`config.mk`:
```
export PLATFORM = sky130hd
export DESIGN_NAME = vga_sync_rect
export DESIGN_NICKNAME = d
export VERILOG_FILES = /design/src/rtl/vga_sync_rect_pkg.sv /design/src/rtl/vga_sync_rect_axis_counter.sv /design/src/rtl/vga_sync_rect.sv
export SDC_FILE = /design/constraint.sdc
export NUM_CORES = 1
export LEC_CHECK = 0
export ABC_AREA = 1
export BUFFER_PORTS_ARGS = -buffer_cell sky130_fd_sc_hd__buf_2
export CAP_MARGIN = 0
export CORE_MARGIN = 2
export CORE_UTILIZATION = 61
export DETAILED_ROUTE_END_ITERATION = 10
export HOLD_SLACK_MARGIN = 0.1
export PLACE_DENSITY_LB_ADDON = 0.2
export SLEW_MARGIN = 20
export SYNTH_ARGS = -nofsm -noshare
export SYNTH_HDL_FRONTEND = slang
export SYNTH_SLANG_ARGS = --single-unit
```
`constraint.sdc`:
```
create_clock -name clk -period 4.6 [get_ports clk]
set_input_delay 0.46 -clock clk [delete_from_list [all_inputs] [get_ports clk]]
set_output_delay 0.46 -clock clk [all_outputs]
set_load 0.01 [all_outputs]
```
`src/rtl/vga_sync_rect_pkg.sv`:
```
// Shared timing defaults, colour constants and helpers for the VGA rectangle design.
package vga_sync_rect_pkg;

  localparam int unsigned H_ACTIVE_D = 640;
  localparam int unsigned H_FP_D     = 16;
  localparam int unsigned H_SYNC_D   = 96;
  localparam int unsigned H_BP_D     = 48;
  localparam int unsigned H_TOTAL_D  = H_ACTIVE_D + H_FP_D + H_SYNC_D + H_BP_D;

  localparam int unsigned V_ACTIVE_D = 480;
  localparam int unsigned V_FP_D     = 10;
  localparam int unsigned V_SYNC_D   = 2;
  localparam int unsigned V_BP_D     = 33;
  localparam int unsigned V_TOTAL_D  = V_ACTIVE_D + V_FP_D + V_SYNC_D + V_BP_D;

  localparam logic [7:0] RECT_COLOR_D = 8'hE0;
  localparam logic [7:0] BG_COLOR_D   = 8'h03;
  localparam logic [7:0] BLANK_COLOR  = 8'h00;

  typedef logic [9:0] coord_t;

  typedef struct packed {
    logic       hsync;
    logic       vsync;
    logic       video_on;
    logic       frame_start;
    coord_t     px;
    coord_t     py;
    logic [7:0] rgb;
  } vga_out_t;

  localparam vga_out_t OUT_RESET = '{
    hsync:       1'b1,
    vsync:       1'b1,
    video_on:    1'b0,
    frame_start: 1'b0,
    px:          '0,
    py:          '0,
    rgb:         BLANK_COLOR
  };

  function automatic logic in_window(coord_t c, int unsigned lo, int unsigned hi);
    return (32'(c) >= lo) && (32'(c) < hi);
  endfunction

  // End bound is 11 bits wide so a span past the raster edge never wraps.
  function automatic logic in_span(coord_t c, coord_t start, coord_t len);
    logic [10:0] stop;
    stop = {1'b0, start} + {1'b0, len};
    return (c >= start) && ({1'b0, c} < stop);
  endfunction

endpackage

```
`src/rtl/vga_sync_rect_axis_counter.sv`:
```
// Wrapping raster axis counter; wrap flags the terminal count combinationally.
module vga_axis_counter
  import vga_sync_rect_pkg::*;
#(
  parameter int unsigned TOTAL = H_TOTAL_D
) (
  input  logic   clk,
  input  logic   rst,
  input  logic   en,
  output coord_t cnt,
  output logic   wrap
);

  assign wrap = (cnt == 10'(TOTAL - 1));

  always_ff @(posedge clk or posedge rst) begin
    if (rst) begin
      cnt <= '0;
    end else if (en) begin
      cnt <= wrap ? '0 : cnt + 10'd1;
    end
  end

endmodule

```
`src/rtl/vga_sync_rect.sv`:
```
// 640x480@60 raster timing with a programmable filled rectangle, RGB332 output.
module vga_sync_rect
  import vga_sync_rect_pkg::*;
#(
  parameter int unsigned H_ACTIVE   = H_ACTIVE_D,
  parameter int unsigned H_FP       = H_FP_D,
  parameter int unsigned H_SYNC     = H_SYNC_D,
  parameter int unsigned H_BP       = H_BP_D,
  parameter int unsigned V_ACTIVE   = V_ACTIVE_D,
  parameter int unsigned V_FP       = V_FP_D,
  parameter int unsigned V_SYNC     = V_SYNC_D,
  parameter int unsigned V_BP       = V_BP_D,
  parameter logic [7:0]  RECT_COLOR = RECT_COLOR_D,
  parameter logic [7:0]  BG_COLOR   = BG_COLOR_D
) (
  input  logic       clk,
  input  logic       rst,
  input  logic       pix_en,
  input  logic [9:0] rect_x0,
  input  logic [9:0] rect_y0,
  input  logic [9:0] rect_w,
  input  logic [9:0] rect_h,
  output logic       hsync,
  output logic       vsync,
  output logic       video_on,
  output logic [9:0] px,
  output logic [9:0] py,
  output logic [7:0] rgb,
  output logic       frame_start
);

  localparam int unsigned H_TOTAL  = H_ACTIVE + H_FP + H_SYNC + H_BP;
  localparam int unsigned V_TOTAL  = V_ACTIVE + V_FP + V_SYNC + V_BP;
  localparam int unsigned HS_START = H_ACTIVE + H_FP;
  localparam int unsigned HS_END   = HS_START + H_SYNC;
  localparam int unsigned VS_START = V_ACTIVE + V_FP;
  localparam int unsigned VS_END   = VS_START + V_SYNC;

  coord_t   h, v;
  logic     h_wrap, v_wrap;
  logic     at_origin;
  logic     hit;
  vga_out_t nxt, q;

  vga_axis_counter #(.TOTAL(H_TOTAL)) u_h_cnt (
    .clk  (clk),
    .rst  (rst),
    .en   (pix_en),
    .cnt  (h),
    .wrap (h_wrap)
  );

  vga_axis_counter #(.TOTAL(V_TOTAL)) u_v_cnt (
    .clk  (clk),
    .rst  (rst),
    .en   (pix_en & h_wrap),
    .cnt  (v),
    .wrap (v_wrap)
  );

  // Tracks "counters sit at (0,0)" from the wrap flags; equivalent to decoding h==0 && v==0.
  always_ff @(posedge clk or posedge rst) begin
    if (rst) begin
      at_origin <= 1'b1;
    end else if (pix_en) begin
      at_origin <= h_wrap & v_wrap;
    end
  end

  always_comb begin
    nxt             = OUT_RESET;
    hit             = in_span(h, rect_x0, rect_w) && in_span(v, rect_y0, rect_h);
    nxt.hsync       = !in_window(h, HS_START, HS_END);
    nxt.vsync       = !in_window(v, VS_START, VS_END);
    nxt.video_on    = in_window(h, 0, H_ACTIVE) && in_window(v, 0, V_ACTIVE);
    nxt.frame_start = at_origin;
    nxt.px          = h;
    nxt.py          = v;
    if (nxt.video_on) begin
      nxt.rgb = hit ? RECT_COLOR : BG_COLOR;
    end
  end

  // frame_start is the only output that drops on an idle clk; everything else holds.
  always_ff @(posedge clk or posedge rst) begin
    if (rst) begin
      q <= OUT_RESET;
    end else if (pix_en) begin
      q <= nxt;
    end else begin
      q.frame_start <= 1'b0;
    end
  end

  assign hsync       = q.hsync;
  assign vsync       = q.vsync;
  assign video_on    = q.video_on;
  assign frame_start = q.frame_start;
  assign px          = q.px;
  assign py          = q.py;
  assign rgb         = q.rgb;

endmodule

```
==> flow_summary.ini <==
[synthesis]
avgSynthCellArea_um2 = 7.408
synth-main-ff-cell = dfrtp_1
ys_async_sr_fraction_pct = 100.0
synth_area_mm2 = 0.004030
synth_edf_count = 0
yosysSeqAreaShare_pct = 29.28
yosysUniqueCellTypes = 34
syn-instance-count = 544
ys_seq_elements = 47
ys_warn_count = 0

[finish]
final_cell_mix = nand2_1 (132), inv_1 (74), buf_2 (71)
final_cells = 690
insertedDiodeCount = 0
multiInputGateArea_mm2 = 0.002484
final_common_cell = nand2_1
final_nets = 720
nFillCells = 546
drive_gt1_share_pct = 15.17
area_delta_synth_final_pct = 12.08
seqCellArea_mm2 = 0.001180

[worst_setup_path]
slowest_delay_ns = 0.44
critPathCaptureType = register
worst-path-buf-inv = 3
critPathMostFrequentCell = nand2_1
crit_family = adder cells
cp-start-kind = input pin
worstSetupPathType = input pin to register
crit_arrival_ns = 2.78
crit_fanout = 4
path_cells = buf_2 -> ha_1 -> fa_1 -> inv_1 -> nor2_1 -> nor2_1 -> xor2_1 -> ha_1 -> nand2_1 -> inv_1 -> a21oi_1 -> nand2_1 -> nand2_1 -> nand2_1 -> nand2_1 -> nand2_1 -> nand2_1 -> nand3_1 -> nand2_1 -> nand2_1
cp.required_ns = 4.80
critical-path-slowest-cell = fa_1

[clock_tree]
insertion_delay_ns = 0.31
numClockSinks = 47
ctsHoldBuffers = 0
numCtsBuffers = 5
ctsResizeCount = 0
tritoncts = done
cts_root_buffer = clkbuf_8
clockBufferDepth = 2
path_clk_slew_ns = 0.09
htreeDepth = 2
post-cts-setup-buffers = 0

[timing]
rsz0062_at_grt = no
fin_crit_ns = 2.579
finalHoldViolCount = 0
slew_viol_final = 0
slew_headroom_pct = 47.90
period_share_pct = 56.06
setup_viol = 0
fin_worst_skew_ns = 0.01607
fmax_mhz = 387.8
worst_pin_slew_ns = 0.7806
finalSetupTns_ns = 0

[pwr]
switching_share_pct = 40.89
p_seq_share_pct = 39.5
switchingPower_uw = 584.7
p_leak_nw = 2.502
internal_power_uw = 845.3
combPwrFrac_pct = 41.9
power_frac_clock_pct = 18.6
vdd_drop_max_uv = 266.8
power.density_mw_per_mm2 = 316.6

[drt]
ant_nets = 0
vias = 3786
via_per_inst = 5.487
wirelength_um = 9044
drt-initial-drc-count = 221
drcViolationCount = 0
drtPass1Iterations = 5
detail_route.wl_per_cell_um = 13.11

[placement]
place_inst = 682
dp_hpwl_um = 7282
io_buffers = 71
globalplace.congestion = 0.9142

[global_routing]
grt_antenna_before_repair = 0
grt_pass1_wl_um = 15270
grt_pass1_vias = 3423
grt_util_all_layers_pct = 25.97
grt_max_degree = 48
overflow = 0

[die]
die_area_mm2 = 0.007273
die_width_um = 85.28
start_util_pct = 63.11
io_pins = 75
core_mm2 = 0.006386
die_height_um = 85.28
rows = 29

[outcome]
status = finished clean

[run]
maxCapViolCount = 0

[worst_hold_path]
worstHoldPathType = input pin to async pin
synthesized netlist by cell type (3+ instances only):
| library cell | count | area share (%) |
|---|---|---|
| nand2_1 | 132 | 12 |
| buf_4 | 7 | 1.3 |
| inv_1 | 75 | 7.0 |
| dfrtp_1 | 44 | 27 |
| a31oi_1 | 3 | 0.47 |
| nand3_1 | 25 | 3.1 |
| a21oi_1 | 36 | 4.5 |
| nor2_1 | 47 | 4.4 |
| nand3_2 | 3 | 0.75 |
| xnor2_1 | 7 | 1.5 |
| ha_1 | 63 | 20 |
| clkinv_1 | 3 | 0.28 |
| xor2_1 | 15 | 3.3 |
| nand4_1 | 15 | 2.3 |
| clkbuf_1 | 4 | 0.37 |
| dfstp_2 | 3 | 2.0 |
| nor4_1 | 3 | 0.47 |
| o21ai_0 | 27 | 3.4 |
| nor3_1 | 8 | 0.99 |
per-stage QoR:
step / instance area [um^2] / total power, mW / util [%] / hold slack, ns / worst slack [ns]
floorplan: 4038 / 0.9993 / - / 0.4662 / 2.040
global placement: 4419 / 1.140 / 69.20 / 0.4510 / 1.787
detailed placement: 4419 / 1.169 / 69.20 / 0.4617 / 1.709
CTS: 4516 / 1.434 / 70.71 / 0.3931 / 2.019
global route: 4517 / 1.561 / 70.73 / 0.3337 / 1.694
finish: 4517 / 1.430 / 70.73 / 0.2581 / 2.021
worst paths after layout:
path / to / slack (ns) / depth (start not counted) / startpoint
max in group asynchronous: u_v_cnt.cnt[2] / 3.85 / 2 / rst
min: u_v_cnt.cnt[7] / 0.26 / 2 / rst
max reg2reg: rgb[1] / 2.72 / 10 / u_h_cnt.cnt[9]
min reg2reg: px[3] / 0.48 / 2 / px[3]
min in group clk: px[3] / 0.48 / 2 / px[3]
max: rgb[1] / 2.02 / 20 / rect_x0[0]
flip-flops by register name, summed over array words and instances (netlist names):
name / cells
px: 10
py: 10
u_h_cnt.cnt: 10
u_v_cnt.cnt: 10
rgb: 2
at_origin: 1
frame_start: 1
hsync: 1
video_on: 1
vsync: 1
per-layer routing:
metal  routed length (um)  GRT usage [%]  vias up
met5                    0              0        -
met4                  151          7.648        0
met3                  480          3.599       16
met2                 4020          41.55      111
met1                 4392          36.89     1744
li1                     -              -     1915
worst reg2reg max path, delay by kind of cell, from the launching register on:
| kind | cells | cell delay, ns |
|---|---|---|
| buffers and inverters | 1 | 0.07 |
| AND/OR/NAND/NOR | 7 | 0.67 |
| AO/OA/AOI/OAI | 1 | 0.20 |
| flip-flops | 1 | 0.48 |
| adder cells (fa/ha/maj) | 1 | 0.36 |
power by group through the flow:
stage                     Clock, mW  Sequential (mW)  Combinational (mW)
after floorplan                   0            0.560               0.439
after global placement            0            0.572               0.568
after detailed placement          0            0.572               0.596
after CTS                     0.268            0.565               0.601
after global routing          0.282            0.578               0.700
final                         0.266            0.565               0.599
cells by family after synthesis:
family          synth area share, %
flops                         29.28
xor+xnor                      4.781
other cells                 0.09305
buf+inv                       9.283
compound gates                10.40
simple gates                  25.61
fa+ha+maj                     20.55
final cells by class:
class / instances / share of cell area [%]
multi-input combinational: 407 / 54.99
timing repair buffer: 72 / 8.033
clock buffer: 6 / 1.828
sequential: 47 / 26.12
inverter: 79 / 6.593
clock inverter: 2 / 0.3047
tap: 77 / 2.133
Note: power is estimated with default switching activity, not from simulation.
